## src/rtl/sram_arbiter.sv

```systemverilog
// sram_arbiter
// Two-port arbiter in front of the single-port SRAM controller. Port 0
// (video fetch) has priority. Port 1 (drawing/host) is guaranteed service
// after MAX_BURST consecutive port-0 grants made while it was waiting.
// One complete read or write is in flight at a time. Address and write data
// are held from grant until the next grant, because the controller uses the
// address combinationally and samples write data one cycle after the command.
//
// Ports
//   clk, reset                 : clock, asynchronous active-high reset
//   pN_req/we/addr/wdata       : request from port N, held until pN_ack
//   pN_ack                     : one-cycle completion pulse
//   pN_rdata                   : read data, held until the next port-N read
//   sram_read / sram_write     : one-cycle command strobes to the controller
//   sram_address               : word address to the controller
//   sram_data_write            : write data to the controller
//   sram_data_read             : read data from the controller
//   sram_ready                 : controller idle / operation complete
module sram_arbiter #(
  parameter int unsigned ADDR_W    = 18,
  parameter int unsigned DATA_W    = 16,
  parameter int unsigned MAX_BURST = 4
) (
  input  logic              clk,
  input  logic              reset,
  input  logic              p0_req,
  input  logic              p0_we,
  input  logic [ADDR_W-1:0] p0_addr,
  input  logic [DATA_W-1:0] p0_wdata,
  output logic              p0_ack,
  output logic [DATA_W-1:0] p0_rdata,
  input  logic              p1_req,
  input  logic              p1_we,
  input  logic [ADDR_W-1:0] p1_addr,
  input  logic [DATA_W-1:0] p1_wdata,
  output logic              p1_ack,
  output logic [DATA_W-1:0] p1_rdata,
  output logic              sram_read,
  output logic              sram_write,
  output logic [ADDR_W-1:0] sram_address,
  output logic [DATA_W-1:0] sram_data_write,
  input  logic [DATA_W-1:0] sram_data_read,
  input  logic              sram_ready
);

  localparam int unsigned       CNT_W     = $clog2(MAX_BURST + 1);
  localparam logic [CNT_W-1:0] BURST_LIM = CNT_W'(MAX_BURST);

  typedef enum logic [1:0] {
    ST_IDLE,
    ST_ISSUE,
    ST_WAIT
  } state_t;

  state_t           r_state;
  state_t           w_state_nxt;
  logic             r_port;   // port that owns the operation in flight
  logic             r_we;     // operation in flight is a write
  logic [CNT_W-1:0] r_burst;  // consecutive port-0 grants while port 1 waits

  logic w_p0_elig;
  logic w_p1_elig;
  logic w_pick1;
  logic w_grant;
  logic w_done;

  // The ack mask keeps a request that completes this cycle (and is still
  // asserted by its requester) from being granted a second time.
  assign w_p0_elig = p0_req & ~p0_ack;
  assign w_p1_elig = p1_req & ~p1_ack;
  assign w_pick1   = w_p1_elig & (~w_p0_elig | (r_burst == BURST_LIM));

  always_comb begin
    w_state_nxt = r_state;
    w_grant     = 1'b0;
    w_done      = 1'b0;
    sram_read   = 1'b0;
    sram_write  = 1'b0;
    unique case (r_state)
      ST_IDLE: begin
        if (sram_ready && (w_p0_elig || w_p1_elig)) begin
          w_grant     = 1'b1;
          w_state_nxt = ST_ISSUE;
        end
      end
      ST_ISSUE: begin
        sram_read   = ~r_we;
        sram_write  = r_we;
        // Controller still reports idle in this cycle, so ready is not used.
        w_state_nxt = ST_WAIT;
      end
      ST_WAIT: begin
        if (sram_ready) begin
          w_done      = 1'b1;
          w_state_nxt = ST_IDLE;
        end
      end
      default: w_state_nxt = ST_IDLE;
    endcase
  end

  always_ff @(posedge clk or posedge reset) begin
    if (reset) begin
      r_state         <= ST_IDLE;
      r_port          <= 1'b0;
      r_we            <= 1'b0;
      r_burst         <= '0;
      sram_address    <= '0;
      sram_data_write <= '0;
      p0_ack          <= 1'b0;
      p1_ack          <= 1'b0;
      p0_rdata        <= '0;
      p1_rdata        <= '0;
    end else begin
      r_state <= w_state_nxt;
      p0_ack  <= w_done & ~r_port;
      p1_ack  <= w_done & r_port;

      if (w_grant) begin
        r_port <= w_pick1;
        if (w_pick1) begin
          r_we            <= p1_we;
          sram_address    <= p1_addr;
          sram_data_write <= p1_wdata;
          r_burst         <= '0;
        end else begin
          r_we            <= p0_we;
          sram_address    <= p0_addr;
          sram_data_write <= p0_wdata;
          if (w_p1_elig) begin
            r_burst <= (r_burst == BURST_LIM) ? r_burst : r_burst + CNT_W'(1);
          end else begin
            r_burst <= '0;
          end
        end
      end

      if (w_done && !r_we) begin
        if (r_port) begin
          p1_rdata <= sram_data_read;
        end else begin
          p0_rdata <= sram_data_read;
        end
      end
    end
  end

endmodule

```

## config.mk

```make
export PLATFORM = sky130hd
export DESIGN_NAME = sram_arbiter
export DESIGN_NICKNAME = d
export VERILOG_FILES = /design/src/rtl/sram_arbiter.sv
export SDC_FILE = /design/constraint.sdc
export NUM_CORES = 1
export LEC_CHECK = 0
export BUFFER_PORTS_ARGS = -buffer_cell sky130_fd_sc_hd__clkbuf_2
export CAP_MARGIN = 20
export CORE_MARGIN = 4
export CORE_UTILIZATION = 41
export CTS_CLUSTER_SIZE = 24
export DETAILED_ROUTE_END_ITERATION = 8
export PLACE_DENSITY = 0.82
export SLEW_MARGIN = 20
export SYNTH_ARGS = -nofsm -noshare
export SYNTH_HDL_FRONTEND = slang
export SYNTH_SLANG_ARGS = --single-unit
```

## constraint.sdc

```tcl
create_clock -name clk -period 1.98 [get_ports clk]
set_input_delay 0 -clock clk [delete_from_list [all_inputs] [get_ports clk]]
set_output_delay 0 -clock clk [all_outputs]
set_load 0.01 [all_outputs]
```

==> run summary, run 1 <==
Die area = 9304 um^2
CP Class = reg -> reg
Pre-antenna DRT Iters = 5
Post-CTS setup repair buffer count = 0
Max layer used = met4
CTS tree = done
Multi-input logic area = 1186 um^2
# IOs = 161
Synthesized area = 3208 um^2
TritonCTS Sinks = 75
Area Growth Syn to Fin = 62.21%
CP startpoint kind = flop
Seq pwr share = 42.1%
Total track usage = 22.99%
Final TNS setup = 0 ns
Vias in the first global route = 3345
Crit-path cells = or3b_1 -> a21o_1 -> inv_2 -> buf_4 -> nor2_1 -> a31oi_1
Worst hold path class = in -> reg
Count of buffers from port buffering = 160
Mux share of post-synthesis cell area = 11.23%
Clock skew = 0.007435 ns
RSZ-0062 raised after global routing = no
Compound-Gate Fraction of Synth Area = 8.775%
Initial antenna violation count = 0
Top cell type's share of synthesized area = 58.50%
Synth Instances = 303
Synth top area cells = dfrtp_1, mux2_2, nand2_1, a31oi_1, nor2_1
Maximum capacitance violations = 0
DR vias = 3257
Relative slew slack = 74.27%
Flops & latches, synth = 75
Final Cycle Share = 86.38%
Placed Cells = 553
Max Slew Vio Count = 0
Detail-routed via count per cell = 4.950
GRT overflow = 0
Number of flops mapped to enable cells by yosys = 0
Register area = 1877 um^2
Final nets = 646
Total clock buffers created by CTS = 9
Share of post-route cells with drive strength above 1 = 38.53%
CTS Root Cell = clkbuf_8
Total Wirelength = 10640 um
Top_reg_cell synth = dfrtp_1
Req. time, crit path = 2.23 ns
Fin crit period = 1.710 ns
Crit-path max cell delay = 0.41 ns
Most frequent cells after synthesis = dfrtp_1, nand2_1, nor2_1
Yosys warns = 0
Simple-gate share of the synthesized area = 16.19%
Clk_lat worst skew = 0.34 ns
DIE WIDTH = 96.46 um
Fillcell total = 513
Main combinational cell family by area after synthesis = simple AND/OR/NAND/NOR gates
FP Rows = 31
Syn Nets = 396
Status = finished, final reports clean
Worst-path clk slew = 0.08 ns
Fmax = 584.7 MHz
PwrDens = 1224 nW/um^2
Comb pwr share = 38.0%
Starting Density = 43.30%
DRC viols = 0
Clock power share = 19.9%
First-pass GRT wire length = 16190 um
Drt wl/cell = 16.17 um
Cell variety after synth = 28
Register area share after synthesis = 58.50%
Final Hold Viols = 0
Met2 Wirelength = 5131 um
# H-tree levels = 3
Post-synth top area cell = dfrtp_1
Maximum vdd ir drop = 0.0005180 V
Routed wl met3 = 1013 um
CTS Buffer Depth = 2
Switching pwr = 2280 uW
Post-synthesis xor/xnor area fraction = 0%
Top Family by Delay on Critical Path = simple AND/OR/NAND/NOR gates
R2R Setup Slk = 0.27 ns
DRT antenna net count = 0
Worst-margin pin slew = 0.3860 ns
Critical path capture point type = flop
Avg Cell Area, Syn = 10.59 um^2
Final setup viols = 0
Hold Slack = 0.1584 ns
Wire length on met1 = 4185 um
DP HPWL = 6514 um
Asr flop ratio synth = 100.0%
Internal = 4092 uW
Finished Layout Cells = 658
Pleak = 0.002609 uW
Die Ht = 96.46 um
Max FO, Critical Path = 27
Largest net degree at the start of global routing = 76
Slowest CP cell = dfrtp_1
Drt initial violations = 108
Core Region = 7408 um^2
Placer congestion estimate = 0.7725
Switch share = 35.78%
CP Data Arrival Time = 1.96 ns
CP bufs+invs = 2
Most common cell in the netlist = dfrtp_1
Adder-Cell Fraction of Synth Area = 0.7800%
## power by group through the flow
stage | clock network, uW | logic, uW | registers (uW)
2_1_floorplan | 0 | 969 | 2920
3_3_place_gp | 0 | 2190 | 2650
3_5_place_dp | 0 | 2260 | 2680
4_1_cts | 1300 | 2400 | 2670
5_1_grt | 1370 | 2670 | 2760
6_report | 1270 | 2420 | 2680
## area by class of cell
type / count / area share (%)
Sequential cell: 75 / 36.07
Timing Repair Buffer: 257 / 34.09
Multi-Input combinational cell: 204 / 22.79
Clock buffer: 10 / 2.453
Tap cell: 99 / 2.380
Clock inverter: 6 / 1.731
Inverter: 6 / 0.4328
Antenna cell: 1 / 0.04809
## worst paths after layout
kind / cells after the start / end / startpoint
worst max-delay path: 6 / sram_address[6] / r_state[0]
worst min register to register: 1 / p1_rdata[1] / p1_rdata[1]
min in group asynchronous: 4 / p0_ack / reset
worst min-delay path: 5 / r_burst[0] / p1_req
worst max register to register: 6 / sram_address[6] / r_state[0]
max in group asynchronous: 4 / sram_address[0] / reset
## cell families (layout without fill, tap and decap cells)
kind of cell	after synthesis	after routing
and+or+nand+nor	126	126
DFF	75	75
AOI/OAI and AO/OA	44	44
muxes	32	32
buffers and inverters	24	279
adders and majority gates	2	2
other	0	1
## repair_timing
action | 4_1_cts | 5_1_grt
resized for setup | 0 | 0
hold buffers | 88 | 0
endpoints found under the hold margin | 145 | 0
## sequential cells by signal, indices dropped and copies added, names as in the netlist
register         cells
sram_address        18
p0_rdata            16
p1_rdata            16
sram_data_write     16
r_burst              3
r_state              2
p0_ack               1
p1_ack               1
r_port               1
r_we                 1
## layout by cell type (no fill, tap or decap), types with 3 or more instances in the layout
cell type	n
nor2b_1	3
clkbuf_2	160
dfrtp_1	75
dlygate4sd3_1	88
o21ai_0	4
nor2_1	38
clkbuf_8	9
buf_4	7
inv_1	4
mux2_2	27
nand2_1	74
nand2b_1	3
mux2_1	5
a31oi_1	35
## stage by stage
stage | instance area (um^2) | total power (uW) | utilization, % | worst slack, ns
3_3_place_gp | 4103 | 4832 | 55.38 | 0.4025
3_5_place_dp | 4103 | 4948 | 55.38 | 0.3074
6_report | 5204 | 6372 | 70.24 | 0.2697
2_1_floorplan | 3208 | 3891 | - | 0.07003
5_1_grt | 5201 | 6795 | 70.21 | 0.1498
4_1_cts | 5201 | 6361 | 70.21 | 0.2841
## metal layers
layer / GRT usage, % / up-vias
met5: 0 / -
met4: 11.10 / 0
met3: 6.739 / 29
met2: 38.91 / 188
met1: 26.66 / 1516
li1: - / 1524
## worst register-to-register path, delay by kind of cell, from the launching register on
family,cells,cell delay [ns]
AOI/OAI and AO/OA,2,0.38
and+or+nand+nor,2,0.48
buffers and inverters,2,0.37
DFF,1,0.41
No activity file was read; power rests on OpenSTA's default activity.
==> run 2, diff against run 1 <==
RECOVER_POWER = 100   (was unset)
==> run summary, run 2 (same netlist as run 1, synthesis figures left out) <==
Status = finished, final reports clean
DRT antenna net count = 0
# IOs = 161
FP Rows = 31
Worst-margin pin slew = 0.9883 ns
Fin crit period = 1.769 ns
Pre-antenna DRT Iters = 5
CP Data Arrival Time = 1.99 ns
# H-tree levels = 3
Max FO, Critical Path = 16
Count of buffers from port buffering = 160
Share of post-route cells with drive strength above 1 = 25.45%
Fmax = 565.2 MHz
Placer congestion estimate = 0.7725
TritonCTS Sinks = 75
Pleak = 0.002393 uW
Final setup margin = 0.2106 ns
Largest net degree at the start of global routing = 76
Maximum capacitance violations = 0
Final Hold Viols = 0
Commonest non-fill, non-tap cell in the layout = clkbuf_2
Final Cycle Share = 89.36%
DR vias = 3269
Worst hold path class = in -> reg
Maximum vdd ir drop = 0.0005027 V
CP Class = reg -> reg
Drt wl/cell = 16.27 um
Pre-CTS setup slack = 0.3074 ns
Design Area, Final = 5099 um^2
Critical path capture point type = flop
Starting Density = 43.30%
DP HPWL = 6514 um
CP startpoint kind = flop
Initial antenna violation count = 0
CTS tree = done
Clock skew = 0.007885 ns
Detail-routed via count per cell = 4.968
Worst-path clk slew = 0.08 ns
Final TNS setup = 0 ns
Final nets = 646
Total clock buffers created by CTS = 9
Total track usage = 22.99%
Area after DPL = 4103 um^2
Post-cts resize count = 0
CTS Buffer Depth = 2
Max FFs per register = 18
PwrDens = 1216 nW/um^2
DRC viols = 0
Max Slew Vio Count = 0
Drt initial violations = 138
Area Growth Syn to Fin = 58.93%
Vias in the first global route = 3345
Most frequent cells in the layout = clkbuf_2, dlygate4sd3_1, dfrtp_1, nand2_1, clkbuf_1
Die Ht = 96.46 um
Clk_lat worst skew = 0.34 ns
Most flop-heavy register = sram_address
Total Wirelength = 10710 um
CTS Root Cell = clkbuf_8
First-pass GRT wire length = 16190 um
Die area = 9304 um^2
Relative slew slack = 34.11%
GRT overflow = 0
Req. time, crit path = 2.20 ns
RSZ-0062 raised after global routing = no
Core Region = 7408 um^2
DIE WIDTH = 96.46 um
Final setup viols = 0
-- run 2: cell count changes in the layout (fill, tap and decap cells not counted), moves of 2 or more --
cell / change
clkbuf_1: +70
buf_4: -2
clkbuf_2: -68
inv_1: +2
inv_2: -2
-- run 2: report_power, final --
part           total, uW  leakage (uW)  internal, uW  switching (uW)
Sequential          2680      0.000900          2230             455
Combinational       2260       0.00139           976            1280
Clock               1260      0.000106           712             551
Total               6200       0.00239          3920            2290
-- run 2: worst max-delay path, cell delays in order, from the launching register on --
cell	delay, ns
dfrtp_1	0.41
nor2b_1	0.18
and3_1	0.19
and2_1	0.12
clkbuf_2	0.36
mux2_2	0.39
-- run 2: repair_timing --
action	in CTS	in global routing
buffers inserted	0	0
hold buffers	88	0
hold endpoints to repair	145	0
-- run 2: metrics by stage --
step	utilization (%)	power (uW)	std cells	hold WS, ns
2_1_floorplan	-	3891	303	0.1072
3_3_place_gp	55.38	4832	553	0.09851
3_5_place_dp	55.38	4948	553	0.1185
4_1_cts	70.21	6361	657	0.1428
5_1_grt	68.79	6605	657	0.2156
6_report	68.82	6202	658	0.1614
-- run 2: final timing paths --
path | from | to | slack, ns | cells past startpoint
hold reg to reg | p1_rdata[1] | p1_rdata[1] | 0.49 | 1
min in group asynchronous | reset | p1_rdata[13] | 0.59 | 4
max in group asynchronous | reset | sram_address[2] | 0.78 | 4
setup / recovery | r_state[0] | p1_rdata[3] | 0.21 | 5
hold / removal | p1_req | r_burst[0] | 0.16 | 5
setup reg to reg | r_state[0] | p1_rdata[3] | 0.21 | 5
-- run 2: area by class of cell --
class	instances	area, um^2
antenna	1	2.502
clock buffer	10	127.6
clock inverter	6	90.09
fill	573	2310
inverter	6	22.52
multi-input combinational	204	1186
sequential	75	1877
tap	99	123.9
timing repair buffer	257	1669
-- run 2: routing by layer --
layer / track usage, % / wire (um) / vias to the layer above
met4: 11.10 / 311 / 0
met1: 26.66 / 4225 / 1526
met5: 0 / 0 / -
met2: 38.91 / 5143 / 189
li1: - / - / 1523
met3: 6.739 / 1027 / 31
==> run 3, diff against run 2 <==
CORE_UTILIZATION = 46   (was 41)
PLACE_DENSITY = 0.86   (was 0.82)
clock period = 2 ns   (was 1.98 ns; I/O delays follow)
==> run summary, run 3 (same netlist as run 1, synthesis figures left out) <==
Slowest CP cell = dfrtp_1
Clock skew = 0.01029 ns
WHS Path Cells = 5
CP Depth = 6
Die Ht = 91.51 um
Core Region = 6794 um^2
DP HPWL = 6059 um
CP Data Arrival Time = 2.02 ns
Detail-routed via count per cell = 5.199
Top Family by Delay on Critical Path = simple AND/OR/NAND/NOR gates
CTS tree = done
Total clock buffers created by CTS = 9
Total Wirelength = 11390 um
Area Growth Syn to Fin = 58.03%
Relative slew slack = 34.97%
Worst-path clk slew = 0.08 ns
First-pass GRT wire length = 18170 um
Cts hold-fix bufs = 88
Crit-path cells = or3b_1 -> a21o_1 -> inv_1 -> buf_12 -> nor2_1 -> a31oi_1
Drt initial violations = 243
Pre-antenna DRT Iters = 5
CP startpoint kind = flop
Final Hold Viols = 0
Final setup viols = 0
DRT antenna net count = 0
Placed Cells = 550
Most flop-heavy register = sram_address
Clk_lat worst skew = 0.33 ns
Largest net degree at the start of global routing = 76
Fmax = 556.4 MHz
Fin crit period = 1.797 ns
# IOs = 161
CP Class = reg -> reg
Final TNS setup = 0 ns
DR vias = 3400
Final Cycle Share = 89.86%
Maximum vdd ir drop = 0.0005685 V
Status = finished, final reports clean
Share of post-route cells with drive strength above 1 = 25.45%
Total track usage = 27.75%
# H-tree levels = 3
RSZ-0062 raised after global routing = no
CTS Buffer Depth = 2
DRC viols = 0
Worst-margin pin slew = 0.9754 ns
Pleak = 0.002379 uW
CTS Root Cell = clkbuf_8
Finished Layout Cells = 654
Total Power = 6068 uW
Req. time, crit path = 2.23 ns
R2R cell count = 6
Commonest non-fill, non-tap cell in the layout = clkbuf_2
Max FFs per register = 18
GRT overflow = 0
Most frequent cells in the layout = clkbuf_2, dlygate4sd3_1, dfrtp_1, nand2_1, clkbuf_1
Vias in the first global route = 3600
CP bufs+invs = 2
Max Slew Vio Count = 0
DIE WIDTH = 91.51 um
Max FO, Critical Path = 33
Post-cts resize count = 0
Die area = 8374 um^2
Count of buffers from port buffering = 160
TritonCTS Sinks = 75
FP Rows = 30
Crit-path max cell delay = 0.41 ns
Critical path capture point type = flop
Final nets = 646
Initial antenna violation count = 0
Drt wl/cell = 17.42 um
# diodes = 0
Placer congestion estimate = 0.7476
Starting Density = 47.22%
Worst hold path class = in -> reg
Maximum capacitance violations = 0
PwrDens = 1197 nW/um^2
Post-CTS setup repair buffer count = 0
-- run 3: tightest hold or removal path, stage by stage --
cell and delay [ns]:
clkbuf_2 0.10, nand2b_1 0.12, nor3_1 0.10, nand2_1 0.07, o21ai_0 0.07
-- run 3: path summary, 6_finish.rpt --
path                       slack (ns)  startpoint                  end
setup reg to reg                 0.20  r_state[0]  sram_data_write[14]
setup / recovery                 0.20  r_state[0]  sram_data_write[14]
min in group asynchronous        0.54       reset                 r_we
max in group asynchronous        0.84       reset   sram_data_write[4]
hold / removal                   0.18      p1_req           r_burst[0]
hold reg to reg                  0.49      r_port               p0_ack
-- run 3: report_power, final --
part           leakage, uW  switching [uW]  internal (uW)
Sequential        0.000900             449           2210
Clock            0.0000992             545            572
Combinational      0.00138            1320            981
-- run 3: layout make-up --
| class | instances | area [um^2] |
|---|---|---|
| inverters | 6 | 22.52 |
| clock inverters | 7 | 66.31 |
| fillers | 452 | 1724 |
| repair buffers | 257 | 1685 |
| flip-flops and latches | 75 | 1877 |
| multi-input cells | 204 | 1175 |
| clock buffers | 9 | 123.9 |
| well taps | 96 | 120.1 |
-- run 3: routing by layer --
metal	vias to the layer above	share of wire (%)	track usage, %
li1	1524	-	-
met1	1586	38	33.48
met2	249	46	44.07
met3	41	11	9.196
met4	0	4.0	14.32
met5	-	0	0
-- run 3: per-stage QoR --
| step | hold WS (ns) | util [%] | cell area, um^2 | setup slack, ns |
|---|---|---|---|---|
| after global placement | 0.09717 | 60.52 | 4111 | 0.3558 |
| after detailed placement | 0.1121 | 60.52 | 4111 | 0.3001 |
| final | 0.1794 | 74.62 | 5070 | 0.2029 |
| after global routing | 0.1778 | 74.62 | 5070 | 0.1460 |
| after CTS | 0.1643 | 76.28 | 5182 | 0.2865 |
| after floorplan | 0.1072 | - | 3208 | 0.09003 |
